**config.mk**
```make
export PLATFORM = sky130hd
export DESIGN_NAME = mips_div_unit
export DESIGN_NICKNAME = d
export VERILOG_FILES = /design/src/rtl/mips_pkg.sv /design/src/rtl/div_step.sv /design/src/rtl/mips_div_unit.sv
export SDC_FILE = /design/constraint.sdc
export NUM_CORES = 1
export LEC_CHECK = 0
export BUFFER_PORTS_ARGS = -buffer_cell sky130_fd_sc_hd__buf_2
export CORE_ASPECT_RATIO = 0.5
export CORE_MARGIN = 3
export CORE_UTILIZATION = 45
export CTS_CLUSTER_SIZE = 24
export DETAILED_ROUTE_END_ITERATION = 7
export PLACE_DENSITY_LB_ADDON = 0.3
export SYNTH_ARGS = -nofsm -noshare
export SYNTH_HDL_FRONTEND = slang
export SYNTH_SLANG_ARGS = --single-unit
```
**constraint.sdc**
```tcl
create_clock -name clk -period 4.1 [get_ports clk]
set_clock_uncertainty 0.2 [all_clocks]
set_input_delay 0.205 -clock clk [delete_from_list [all_inputs] [get_ports clk]]
set_output_delay 0.205 -clock clk [all_outputs]
set_load 0.02 [all_outputs]
```
**src/rtl/mips_pkg.sv**
```systemverilog
// Shared MIPS core definitions.
// Divider state encoding, DIV/DIVU funct codes, default data width.
package mips_pkg;

    localparam int DIV_WIDTH = 32;

    localparam logic [5:0] FUNCT_DIV  = 6'h1A;
    localparam logic [5:0] FUNCT_DIVU = 6'h1B;

    typedef enum logic [1:0] {
        DIV_IDLE,
        DIV_CALC,
        DIV_FIX
    } div_state_t;

    // Decoder helpers: which funct codes go to the divider, and which are signed.
    function automatic logic is_div_funct(
        input logic [5:0] funct
    );
        return (funct == FUNCT_DIV) ||
               (funct == FUNCT_DIVU);
    endfunction

    function automatic logic is_div_signed(
        input logic [5:0] funct
    );
        return funct == FUNCT_DIV;
    endfunction

endpackage

```
**src/rtl/div_step.sv**
```systemverilog
// One restoring-division iteration: shift in a dividend bit, trial subtract.
// Ports: rem/dvd_bit/dvs in; rem_next and quotient bit q_bit out.
module div_step #(
    parameter int WIDTH = 32
) (
    input  logic [WIDTH-1:0] rem,
    input  logic             dvd_bit,
    input  logic [WIDTH-1:0] dvs,
    output logic [WIDTH-1:0] rem_next,
    output logic             q_bit
);

    logic [WIDTH:0] diff;

    // rem < dvs always holds, so the WIDTH+1 bit difference
    // is negative exactly when its top bit is set.
    assign diff     = {rem, dvd_bit} - {1'b0, dvs};
    assign q_bit    = ~diff[WIDTH];
    assign rem_next = q_bit ? diff[WIDTH-1:0]
                            : {rem[WIDTH-2:0], dvd_bit};

endmodule

```
**src/rtl/mips_div_unit.sv**
```systemverilog
// Multi-cycle radix-2 restoring divider for DIV/DIVU (LO=quotient, HI=remainder).
// Ports: start/signed_op/dividend/divisor/cancel in; busy/done/quotient/remainder out.
module mips_div_unit
    import mips_pkg::*;
#(
    parameter int WIDTH = DIV_WIDTH
) (
    input  logic             clk,
    input  logic             rst_n,
    input  logic             start,
    input  logic             signed_op,
    input  logic [WIDTH-1:0] dividend,
    input  logic [WIDTH-1:0] divisor,
    input  logic             cancel,
    output logic             busy,
    output logic             done,
    output logic [WIDTH-1:0] quotient,
    output logic [WIDTH-1:0] remainder
);

    localparam int CNT_W = $clog2(WIDTH) + 1;
    localparam logic [CNT_W-1:0] LAST = CNT_W'(WIDTH - 1);

    div_state_t state_q, state_d;

    // quo_q doubles as the dividend shift register: dividend bits
    // leave at the MSB while quotient bits enter at the LSB.
    logic [WIDTH-1:0] rem_q, rem_d;
    logic [WIDTH-1:0] quo_q, quo_d;
    logic [WIDTH-1:0] dvs_q, dvs_d;
    logic [CNT_W-1:0] cnt_q, cnt_d;
    logic             q_neg_q, q_neg_d;
    logic             r_neg_q, r_neg_d;
    logic             busy_q, busy_d;
    logic [WIDTH-1:0] q_out_q, q_out_d;
    logic [WIDTH-1:0] r_out_q, r_out_d;

    logic [WIDTH-1:0] step_rem;
    logic             step_q;
    logic [WIDTH-1:0] dvd_abs;
    logic [WIDTH-1:0] dvs_abs;
    logic [WIDTH-1:0] fix_q;
    logic [WIDTH-1:0] fix_r;

    div_step #(
        .WIDTH (WIDTH)
    ) u_step (
        .rem      (rem_q),
        .dvd_bit  (quo_q[WIDTH-1]),
        .dvs      (dvs_q),
        .rem_next (step_rem),
        .q_bit    (step_q)
    );

    assign dvd_abs = (signed_op && dividend[WIDTH-1])
                   ? -dividend : dividend;
    assign dvs_abs = (signed_op && divisor[WIDTH-1])
                   ? -divisor : divisor;

    // Negating zero yields zero, so a zero remainder stays zero.
    assign fix_q = q_neg_q ? -quo_q : quo_q;
    assign fix_r = r_neg_q ? -rem_q : rem_q;

    always_comb begin
        state_d = state_q;
        rem_d   = rem_q;
        quo_d   = quo_q;
        dvs_d   = dvs_q;
        cnt_d   = cnt_q;
        q_neg_d = q_neg_q;
        r_neg_d = r_neg_q;
        q_out_d = q_out_q;
        r_out_d = r_out_q;
        done    = 1'b0;

        unique case (state_q)
            DIV_IDLE: begin
                if (start && !cancel) begin
                    if (divisor == '0) begin
                        // Divide by zero: preload the
                        // final answer, skip iteration.
                        quo_d   = '1;
                        rem_d   = dividend;
                        q_neg_d = 1'b0;
                        r_neg_d = 1'b0;
                        state_d = DIV_FIX;
                    end else begin
                        quo_d   = dvd_abs;
                        rem_d   = '0;
                        dvs_d   = dvs_abs;
                        q_neg_d = signed_op &
                                  (dividend[WIDTH-1] ^
                                   divisor[WIDTH-1]);
                        r_neg_d = signed_op &
                                  dividend[WIDTH-1];
                        cnt_d   = '0;
                        state_d = DIV_CALC;
                    end
                end
            end

            DIV_CALC: begin
                if (cancel) begin
                    state_d = DIV_IDLE;
                end else begin
                    rem_d = step_rem;
                    quo_d = {quo_q[WIDTH-2:0], step_q};
                    cnt_d = cnt_q + 1'b1;
                    if (cnt_q == LAST) begin
                        state_d = DIV_FIX;
                    end
                end
            end

            DIV_FIX: begin
                state_d = DIV_IDLE;
                if (!cancel) begin
                    done    = 1'b1;
                    q_out_d = fix_q;
                    r_out_d = fix_r;
                end
            end

            default: begin
                state_d = DIV_IDLE;
            end
        endcase
    end

    assign busy_d = (state_d != DIV_IDLE);

    always_ff @(posedge clk or negedge rst_n) begin
        if (!rst_n) begin
            state_q <= DIV_IDLE;
            rem_q   <= '0;
            quo_q   <= '0;
            dvs_q   <= '0;
            cnt_q   <= '0;
            q_neg_q <= 1'b0;
            r_neg_q <= 1'b0;
            busy_q  <= 1'b0;
            q_out_q <= '0;
            r_out_q <= '0;
        end else begin
            state_q <= state_d;
            rem_q   <= rem_d;
            quo_q   <= quo_d;
            dvs_q   <= dvs_d;
            cnt_q   <= cnt_d;
            q_neg_q <= q_neg_d;
            r_neg_q <= r_neg_d;
            busy_q  <= busy_d;
            q_out_q <= q_out_d;
            r_out_q <= r_out_d;
        end
    end

    // Results show the fixed-up value during the done cycle,
    // then hold from the output registers.
    assign busy      = busy_q;
    assign quotient  = done ? fix_q : q_out_q;
    assign remainder = done ? fix_r : r_out_q;

endmodule

```
==> reports/metrics.cfg <==
[timing]
setup_viol=0
max-slew-margin-rel_pct=20.9
hold_viol_final=0
period_share_pct=99.3
final_max_slew_viol_count=0
layout_min_cycle_time_ns=4.07
fmax_ghz=0.246
tns_ns=0
rsz0062_at_grt=true
worstMarginPinSlew_ns=1.19

[worst_setup_path]
arrival_ns=3.67
critPathLaunchType=register
endpoint_kind=primary output
required_ns=3.69
path_max_fanout=7
worstSetupPathType=register to primary output

[synthesis]
synth_seq_cells=171
async_flop_share_pct=100
syn_nets=1530
synth.area.top_cells=dfrtp_1, a21oi_1, xor2_1
syn_inst=1423
syn_area_um2=11600
syn_area_per_cell_um2=8.18
synth_edf_count=0
synth_top_flop_cell=dfrtp_1
synth_top_area_cell=dfrtp_1
yosysSeqAreaShare_pct=36.8
synth_top_area_share_pct=36.8
ys_warn_count=0
yosysUniqueCellTypes=71

[clock_network]
cts_tree=built
worstSkewPairLatency_ns=0.46
cts-root-buf=clkbuf_16
clockBufferDepth=2
cts_max_level=4
clkSlewWorstSetupHoldPaths_ns=0.07
numClockSinks=171
numCtsBuffers=17

[global_routing]
grtUsageMet1_pct=40.1
grtUsageMet3_pct=4.63
busiest_layer=met1
grt_use_total_pct=26.3
grt_pass1_wl_um=57700
overflow=0
grt_pass1_vias=10400
antenna_found_initial=1
grt_start_max_net_pins=128
met2_usage_pct=37.4

[drt]
drc=0
vias_per_cell=5.82
wire_per_inst_um=18.9
wl_um=36800
num_vias=11300
drt_iter0_drc=1381
postRouteAntennaNets=0
drtPass1Iterations=5

[power_and_ir_drop]
power.switching_mw=3.56
switching_share_pct=43.3
p_int_mw=4.67
power_frac_seq_pct=30.2
p_clk_share_pct=21.2
ir_worst_vdd_uv=348
p_per_area_nw_per_um2=580
p_leak_nw=6.36
comb_power_share_pct=48.6

[min_path]
hp-class=primary input to register

[floorplan]
dieArea_um2=28000
fp-row-count=40
io_pins=135
start_util_pct=47.1
die_x_um=233
coreArea_um2=24700
fp.dieH_um=120

[cells_and_area]
drive_gt1_share_pct=17.5
nets=1703
area_delta_synth_final_pct=22.1
final_area_um2=14200
final_core_util_pct=57.5

[placed_design]
portBuffers=134
globalplace.congestion=0.934
place_area_um2=12700
dpl.hpwl_um=26800

[run]
drv_cap=0

[status]
status=complete, no violations

[worst max-delay path: stages (launching register included)]
cell and delay, ns:
dfrtp_1 0.43, buf_4 0.19, nor4_4 0.17, nand4_1 0.16, or4_4 0.45, or4_1 0.45
or4_4 0.60, o41ai_2 0.25, xor2_1 0.11, a21oi_1 0.21, buf_4 0.18
[final cells by class]
type	count	area, um^2
Inverter	51	191
Antenna cell	1	2.50
Sequential cell	171	4290
Clock inverter	12	160
Timing Repair Buffer	243	1670
Fill cell	2232	10500
Tap cell	336	420
Multi-Input combinational cell	1112	7020
Clock buffer	20	467
[final timing paths]
check	start	to	slack, ns	cells after the start
setup / recovery	rem_q[3]	remainder[29]	0.03	10
hold / removal	dividend[18]	quo_q[18]	0.03	4
setup reg to reg	quo_q[31]	rem_q[28]	0.33	14
hold reg to reg	dvs_q[30]	dvs_q[30]	0.29	2
max in group asynchronous	rst_n	quo_q[8]	2.41	3
min in group asynchronous	rst_n	dvs_q[9]	0.23	2
[per-stage QoR]
step / cells / setup slack [ns] / hold WS, ns / power [mW]
floorplan: 1423 / 0.576 / -0.291 / 5.05
global placement: 1838 / 0.142 / 0.150 / 6.16
detailed placement: 1838 / 0.116 / 0.167 / 6.23
CTS: 1934 / 0.00214 / 0.000137 / 8.06
global route: 1946 / -0.109 / 0.0249 / 8.77
finish: 1946 / 0.0277 / 0.0272 / 8.24
[state kept, by name, indices dropped and copies added, names as in the netlist]
register,flops
busy,1
cnt_q,6
dvs_q,32
q_neg_q,1
q_out_q,32
quo_q,32
r_neg_q,1
r_out_q,32
rem_q,32
state_q,2
[placed cells by master (no fill, tap or decap), types with 11 or more instances in the layout]
cell type      netlist  final
a21o_1              23     23
a21oi_1            182    179
a31oi_1             26     26
and3_1              11     11
buf_2                8    127
buf_4                0     56
clkbuf_16            0     17
dfrtp_1            171    165
dlygate4sd3_1        0     58
ha_1                37     36
inv_1               51     49
nand2_1            122    121
nand2b_1            17     15
nand3_1             30     30
nand4_1             12     12
nor2_1             156    154
nor2b_1             14     12
nor3_1              30     28
o21ai_0            101    100
o22ai_1             16     16
o31ai_1             25     19
or3_1               16     12
xnor2_1             56     55
xor2_1              91     91
[metal layers]
metal / share of wire [%] / vias to the layer above
met3: 8.7 / 57
met5: 0 / -
li1: - / 5392
met1: 47 / 5414
met2: 42 / 472
met4: 2.2 / 0
[power groups by stage]
stage / combinational, mW / clock [mW] / sequential (mW)
after global placement: 3.70 / 0 / 2.45
after floorplan: 2.76 / 0 / 2.29
after CTS: 3.85 / 1.77 / 2.45
after global routing: 4.39 / 1.85 / 2.52
final: 4.00 / 1.75 / 2.49
after detailed placement: 3.75 / 0 / 2.48
[synth_stat cells, types with 11 or more instances]
library cell  number
o31ai_1           25
clkbuf_1          71
inv_1             51
nand2b_1          17
ha_1              37
nor2_1           156
xor2_1            91
o21ai_0          101
nand3_1           30
nand4_1           12
o41ai_1           11
or3_1             16
and3_1            11
nor2b_1           14
nor3_1            30
a21o_1            23
dfrtp_1          171
a31oi_1           26
o22ai_1           16
nand2_1          122
xnor2_1           56
a21oi_1          182
[repair_timing]
action | in CTS | in global routing
hold buffers | 58 | 0
resized for setup | 9 | 38
setup endpoints to repair | 6 | 26
buffers inserted | 6 | 11
endpoints found under the hold margin | 151 | 0
pin swaps | 2 | 9
[cells by family (layout without fill, tap and decap cells)]
| family | Yosys count | after routing | synth area share, % |
|---|---|---|---|
| compound gates | 442 | 442 | 22.6 |
| xor+xnor | 147 | 147 | 11.1 |
| fa+ha+maj | 38 | 38 | 4.15 |
| buf+inv | 140 | 326 | 4.60 |
| flops | 171 | 171 | 36.8 |
| mux | 13 | 13 | 1.15 |
| other cells | 0 | 1 | 0 |
| simple gates | 472 | 472 | 19.7 |
Power figures use the tool's default switching activity.
